**config.mk**
```make
export PLATFORM = sky130hd
export DESIGN_NAME = logic_debouncer
export DESIGN_NICKNAME = d
export VERILOG_FILES = /design/src/rtl/logic_debouncer.sv
export SDC_FILE = /design/constraint.sdc
export NUM_CORES = 1
export LEC_CHECK = 0
export CORE_UTILIZATION = 50
export CTS_CLUSTER_SIZE = 14
export DETAILED_ROUTE_END_ITERATION = 10
export GPL_TIMING_DRIVEN = 0
export HOLD_SLACK_MARGIN = 0.08
export PLACE_DENSITY = 0.72
export SLEW_MARGIN = 25
export SYNTH_ARGS = -nofsm -noshare
export SYNTH_HDL_FRONTEND = slang
export SYNTH_SLANG_ARGS = --single-unit
```
**constraint.sdc**
```tcl
create_clock -name clk -period 2 [get_ports clk]
set_clock_uncertainty 0.2 [all_clocks]
set_input_delay 0.6 -clock clk [delete_from_list [all_inputs] [get_ports clk]]
set_output_delay 0.6 -clock clk [all_outputs]
set_load 0.02 [all_outputs]
```
**src/rtl/logic_debouncer.sv**
```systemverilog
// Two-flop synchronizer followed by a four-state debounce FSM. A new input level
// is accepted only after DEBOUNCE_CYCLES consecutive synchronized samples at that level.
module logic_debouncer #(
  parameter int unsigned DEBOUNCE_CYCLES = 12000,
  parameter bit          RESET_LEVEL     = 1'b0
) (
  input  logic clk,
  input  logic rstn,
  input  logic in,
  output logic out,
  output logic rise,
  output logic fall,
  output logic busy
);

  localparam int unsigned   CW   = $clog2(DEBOUNCE_CYCLES) + 1;
  localparam logic [CW-1:0] LAST = CW'(DEBOUNCE_CYCLES - 1);

  localparam logic [1:0] STABLE_LOW  = 2'd0;
  localparam logic [1:0] WAIT_HIGH   = 2'd1;
  localparam logic [1:0] STABLE_HIGH = 2'd2;
  localparam logic [1:0] WAIT_LOW    = 2'd3;

  logic          sync0;
  logic          s;
  logic [1:0]    state;
  logic [CW-1:0] cnt;

  always_ff @(posedge clk) begin
    if (!rstn) begin
      sync0 <= RESET_LEVEL;
      s     <= RESET_LEVEL;
      out   <= RESET_LEVEL;
      state <= RESET_LEVEL ? STABLE_HIGH : STABLE_LOW;
      cnt   <= '0;
      rise  <= 1'b0;
      fall  <= 1'b0;
    end else begin
      sync0 <= in;
      s     <= sync0;
      rise  <= 1'b0;
      fall  <= 1'b0;
      case (state)
        STABLE_LOW: begin
          if (s) begin
            state <= WAIT_HIGH;
            cnt   <= CW'(1);
          end else begin
            cnt <= '0;
          end
        end
        WAIT_HIGH: begin
          // A single contrary sample drops back to the old stable level.
          if (!s) begin
            state <= STABLE_LOW;
            cnt   <= '0;
          end else if (cnt == LAST) begin
            state <= STABLE_HIGH;
            out   <= 1'b1;
            rise  <= 1'b1;
            cnt   <= '0;
          end else begin
            cnt <= cnt + 1'b1;
          end
        end
        STABLE_HIGH: begin
          if (!s) begin
            state <= WAIT_LOW;
            cnt   <= CW'(1);
          end else begin
            cnt <= '0;
          end
        end
        WAIT_LOW: begin
          if (s) begin
            state <= STABLE_HIGH;
            cnt   <= '0;
          end else if (cnt == LAST) begin
            state <= STABLE_LOW;
            out   <= 1'b0;
            fall  <= 1'b1;
            cnt   <= '0;
          end else begin
            cnt <= cnt + 1'b1;
          end
        end
        default: begin
          state <= RESET_LEVEL ? STABLE_HIGH : STABLE_LOW;
          cnt   <= '0;
        end
      endcase
    end
  end

  // Decoded from the state register, so still free of any path from in or rstn.
  assign busy = (state == WAIT_HIGH) || (state == WAIT_LOW);

endmodule

```
==> summary.md, run 1 <==
| Metric | Value |
|---|---|
| Worst Hold Launch | sync0 |
| Final nets | 122 |
| Part of the power in registers | 63.4% |
| Worst Path Arrival | 1.14 ns |
| Syn nets | 106 |
| Post-Synthesis Cells | 102 |
| Sw Share | 19.9% |
| Post-synth top area share | 46.0% |
| Top delay family on crit path | buffers and inverters |
| Fill count | 168 |
| Clock transition at path regs | 0.12 ns |
| Via density | 5.08 |
| Die Span Y | 45.8 um |
| Routed WL | 1670 um |
| Skew-Pair Late Insertion Delay | 0.30 ns |
| Leading area contributor after synthesis | dfxtp_1 |
| IO Pins | 7 |
| FF-to-FF Start | cnt[14] |
| DRC Markers | 0 |
| Pin count of the biggest net entering global routing | 13 |
| Largest cells by area after synthesis | dfxtp_1 (46%), xnor2_1 (8.2%), nor2_1 (6.7%), xor2_1 (3.7%), nand4_1 (3.3%) |
| #FFs+latches synth | 22 |
| Worst slew margin relative to its limit | 77.4% |
| Setup crit start kind | register |
| Outcome | complete, no violations |
| CTS root buffer | clkbuf_4 |
| Max Transition Viols Final | 0 |
| CTS Buf Count | 3 |
| Worst path buffer plus inverter count | 2 |
| Starting Density | 54.3% |
| Fraction of registers with async set or reset after synthesis | 0% |
| TNS Setup | 0 ns |
| Layout cells sized above 1 | 20.5% |
| Worst EP required | 1.20 ns |
| Hold crit path type | reg2reg |
| Mapped Area | 957 um^2 |
| Avg WL per Cell | 11.7 um |
| Final Cell Area | 0.00115 mm^2 |
| Die area | 0.00209 mm^2 |
| Comb power frac | 2.6% |
| Pre-antenna DRT Iters | 6 |
| EDFF count, synth | 0 |
| Fmax | 515 MHz |
| Dpl cell area | 0.00105 mm^2 |
| Fin crit period | 1.94 ns |
| Worst-margin pin slew | 0.337 ns |
| Row count | 15 |
| ANT cells | 0 |
| Max-cap violation count | 0 |
| Critical Path Source | state[0] |
| First-pass GRT wire length | 2750 um |
| Clk pwr share | 33.9% |
| Final core occ | 65.0% |
| Worst path max stage delay | 0.42 ns |
| Vias in the first global route | 678 |
| Worst ir drop on vdd | 0.456 mV |
| Setup violators final | 0 |
| Leakage power | 0.400 nW |
| Final cycle utilization of the critical path | 97.1% |
| Post-DP HPWL | 1240 um |
| CTS tree | built |
| # clock sinks | 22 |
| Port Buffers | 6 |
| Yosys cell types | 31 |
| Final Hold Fails | 0 |
| Via count of the routed design | 722 |
| Core ar. | 0.00176 mm^2 |
| RePlAce Congestion | 0.834 |
| Initial antenna violation count | 0 |
| P&R area growth vs syn | 19.7% |
| Switching Power | 140 uW |
| Gr ovfl total | 0 |
| Critical-path cell list | clkbuf_1 -> dlygate4sd2_1 |
| Post-synth top flop | dfxtp_1 |
| Die width | 45.8 um |
| CP Capture Type | output pin |
| Pre-CTS setup slack | -0.406 ns |
| CP Class | reg2out |
| Ys Warns | 0 |
| CTS Buffer Depth | 2 |
| Internal power | 563 uW |
| Slowest CP cell | dfxtp_1 |
| Post-synthesis sequential area ratio | 46.0% |
| Antenna viol nets, final | 0 |
| Leading cell types in the layout, fill and taps excluded | nor2_1 (17), dfxtp_1 (17), xnor2_1 (9) |
| Avg Inst Size Synth | 9.38 um^2 |
| Max FO, Critical Path | 4 |
| Pwr Total | 702 uW |
| Iter 0 DRT Violations | 8 |
| Unrepaired setup endpoints after global routing | true |
| Gr usage total | 18.8% |
| Setup slack after layout | 0.0581 ns |
| H-tree levels | 1 |
| Power Dens Cells | 613 mW/mm^2 |
[Yosys cell counts, types with 2 or more instances]
master	count
nand2_1	3
nand3_1	5
nor4_1	3
o21ai_0	2
nor2_1	17
xor2_1	4
mux2i_1	2
nand4_1	5
xnor2_1	9
and3_2	2
and2_1	2
nor3_1	3
inv_1	5
dfxtp_1	22
nor2b_1	2
[sequential cells by signal (all words and copies together), names as in the netlist, named ones only]
name	cells
rise	1
state	1
s	1
fall	1
out	1
sync0	1
cnt	15
[stage by stage]
stage / instances / hold slack (ns)
5_1_grt: 142 / 0.276
2_1_floorplan: 102 / 0.212
4_1_cts: 141 / 0.259
3_5_place_dp: 133 / 0.228
3_3_place_gp: 133 / 0.222
6_report: 142 / 0.255
[power by group through the flow]
| stage | combinational, mW | sequential [mW] | clock, mW |
|---|---|---|---|
| 2_1_floorplan | 0.00784 | 0.458 | 0 |
| 3_3_place_gp | 0.0205 | 0.456 | 0 |
| 3_5_place_dp | 0.0211 | 0.456 | 0 |
| 4_1_cts | 0.0189 | 0.447 | 0.244 |
| 5_1_grt | 0.0208 | 0.447 | 0.268 |
| 6_report | 0.0186 | 0.445 | 0.238 |
[worst register-to-register path, stage by stage, from the launching register on]
cell	delay (ns)
dfxtp_2	0.34
or4b_4	0.57
nor4_4	0.41
mux2i_1	0.23
a21boi_1	0.08
[metal layers]
layer | track usage [%] | vias to the layer above | wire (um)
met1 | 21.3 | 336 | 750
met3 | 2.78 | 4 | 28
met2 | 33.7 | 6 | 866
li1 | - | 376 | -
met5 | 0 | - | 0
met4 | 10.0 | 0 | 19
[cell families after synthesis]
| family | after synthesis | synth area share, % |
|---|---|---|
| adders and majority gates | 1 | 1.31 |
| DFF | 22 | 46.0 |
| and+or+nand+nor | 51 | 31.5 |
| muxes | 2 | 2.09 |
| xor gates and xnor gates | 13 | 11.9 |
| buffers and inverters | 9 | 4.57 |
| AOI/OAI and AO/OA | 4 | 2.62 |
[what timing repair did]
item / CTS / global route
pin swaps: 3 / 3
gates resized for setup: 9 / 6
buffers inserted: 4 / 1
setup endpoints to repair: 15 / 11
endpoints found under the hold margin: 0 / 0
hold buffers: 0 / 0
[area by class of cell]
type                            count  area [um^2]  share of cell area [%]
Timing Repair Buffer               11         91.3                    7.97
Multi-Input combinational cell     71          494                    43.1
Inverter                            5         18.8                    1.64
Tap cell                           25         31.3                    2.73
Sequential cell                    22          449                    39.2
Clock buffer                        4         36.3                    3.17
Buffer                              4         25.0                    2.18
[final timing paths]
check | to | slack, ns | cells past startpoint
min reg2reg | s | 0.25 | 1
min | s | 0.25 | 1
max reg2reg | out | 0.07 | 4
max | busy | 0.06 | 2
Power figures use the tool's default switching activity.
==> run 2, diff against run 1 <==
--- a/config.mk
+++ b/config.mk
@@ -7,3 +7,3 @@
 export LEC_CHECK = 0
-export CORE_UTILIZATION = 50
+export CORE_UTILIZATION = 40
 export CTS_CLUSTER_SIZE = 14
@@ -12,3 +12,2 @@
 export HOLD_SLACK_MARGIN = 0.08
-export PLACE_DENSITY = 0.72
 export SLEW_MARGIN = 25
==> constraint.sdc (replaced) <==
create_clock -name clk -period 2 [get_ports clk]
set_clock_uncertainty 0.2 [all_clocks]
set_input_delay 0.5 -clock clk [delete_from_list [all_inputs] [get_ports clk]]
set_output_delay 0.5 -clock clk [all_outputs]
set_load 0.02 [all_outputs]
==> summary.md, run 2 (synthesis gave the netlist of run 1 again) <==
| Metric | Value |
|---|---|
| Max Transition Viols Final | 0 |
| Post-DP HPWL | 1150 um |
| CTS Buffer Depth | 2 |
| Starting Density | 42.9% |
| Hold Crit Depth | 1 |
| CTS Buf Count | 3 |
| Worst Path Arrival | 1.97 ns |
| Worst ir drop on vdd | 0.329 mV |
| Unrepaired setup endpoints after global routing | false |
| Layout cells sized above 1 | 18.1% |
| CP Capture Type | register |
| Port Buffers | 6 |
| Worst slew margin relative to its limit | 74.6% |
| Flop-to-flop setup slack | 0.09 ns |
| Fmax | 520 MHz |
| Initial antenna violation count | 0 |
| Iter 0 DRT Violations | 9 |
| Worst-margin pin slew | 0.377 ns |
| Fin crit period | 1.92 ns |
| Most common cell after layout, fill and taps aside | dfxtp_1 |
| Clock transition at path regs | 0.12 ns |
| RePlAce Congestion | 0.733 |
| Cells on worst reg2reg path | 4 |
| Row count | 17 |
| H-tree levels | 1 |
| Final cycle utilization of the critical path | 96.2% |
| Die Span Y | 50.9 um |
| Max-cap violation count | 0 |
| Outcome | complete, no violations |
| Fill count | 223 |
| CTS root buffer | clkbuf_4 |
| Max reg flops | 15 |
| DRC Markers | 0 |
| Die area | 0.00259 mm^2 |
| IO Pins | 7 |
| # clock sinks | 22 |
| Skew-Pair Late Insertion Delay | 0.29 ns |
| Final nets | 121 |
| Hold crit path type | reg2reg |
| Antenna viol nets, final | 0 |
| ANT cells | 0 |
| Power Dens Cells | 611 mW/mm^2 |
| Final core occ | 51.4% |
| Setup crit start kind | input port |
| Avg WL per Cell | 11.3 um |
| Vias in the first global route | 652 |
| Reg with most FFs | cnt |
| Die width | 50.9 um |
| Leakage power | 0.395 nW |
| Setup violators final | 0 |
| Max FO, Critical Path | 7 |
| Core ar. | 0.00223 mm^2 |
| Leading cell types in the layout, fill and taps excluded | dfxtp_1 (19), nor2_1 (17), xnor2_1 (9) |
| Pin count of the biggest net entering global routing | 13 |
| CTS tree | built |
| Pwr Total | 701 uW |
| Gr usage total | 14.3% |
| Gr ovfl total | 0 |
| CP Class | in2reg |
| P&R area growth vs syn | 19.9% |
| Routed WL | 1630 um |
| Worst EP required | 2.04 ns |
| Final Hold Fails | 0 |
| First-pass GRT wire length | 2790 um |
| Pre-antenna DRT Iters | 4 |
| Via density | 5.00 |
| Via count of the routed design | 720 |
-- run 2: worst paths after layout --
kind                            startpoint     end
worst min register to register       sync0       s
worst max-delay path                  rstn  cnt[3]
worst min-delay path                 sync0       s
worst max register to register     cnt[14]     out
-- run 2: critical path, cell delays in order --
cell	delay, ns
clkdlybuf4s50_1	0.55
o21ai_1	0.14
or3b_1	0.36
buf_4	0.16
buf_2	0.15
nor2_1	0.10
-- run 2: repair_timing --
action | in CTS | in global routing
pin swaps | 2 | 2
gates cloned | 1 | 0
setup endpoints to repair | 11 | 14
resized for setup | 4 | 7
hold buffers | 0 | 0
endpoints found under the hold margin | 0 | 0
buffers inserted | 2 | 1
-- run 2: where the power goes --
| part | total, mW | internal, mW | switching [mW] |
|---|---|---|---|
| sequential | 0.445 | 0.442 | 0.00322 |
| combinational | 0.0202 | 0.0114 | 0.00875 |
| clock | 0.236 | 0.111 | 0.125 |
| total | 0.701 | 0.564 | 0.137 |
-- run 2: final cells by class --
| cell class | count | area, um^2 | share of cell area (%) |
|---|---|---|---|
| clock buffers | 4 | 36.3 | 3.16 |
| flip-flops and latches | 22 | 447 | 38.9 |
| inverters | 5 | 18.8 | 1.64 |
| plain buffers | 4 | 27.5 | 2.40 |
| repair buffers | 10 | 88.8 | 7.74 |
| multi-input cells | 71 | 494 | 43.1 |
| well taps | 28 | 35.0 | 3.05 |
-- run 2: metal layers --
metal	vias to the layer above	wire (um)	global-route usage, %
li1	376	-	-
met5	-	0	0
met4	0	14	5.56
met3	2	28	3.57
met2	4	800	24.1
met1	338	790	17.4
-- run 2: metrics by stage --
stage                     worst slack (ns)  instances  area [um^2]  hold slack (ns)  setup TNS, ns
after detailed placement            -0.265        136         1050            0.229          -2.95
after floorplan                     0.0873        102          957            0.212              0
final                               0.0761        144         1150            0.255              0
after global routing               0.00462        144         1150            0.289              0
after CTS                          0.00791        143         1120            0.261              0
after global placement              -0.260        136         1050            0.221          -2.96
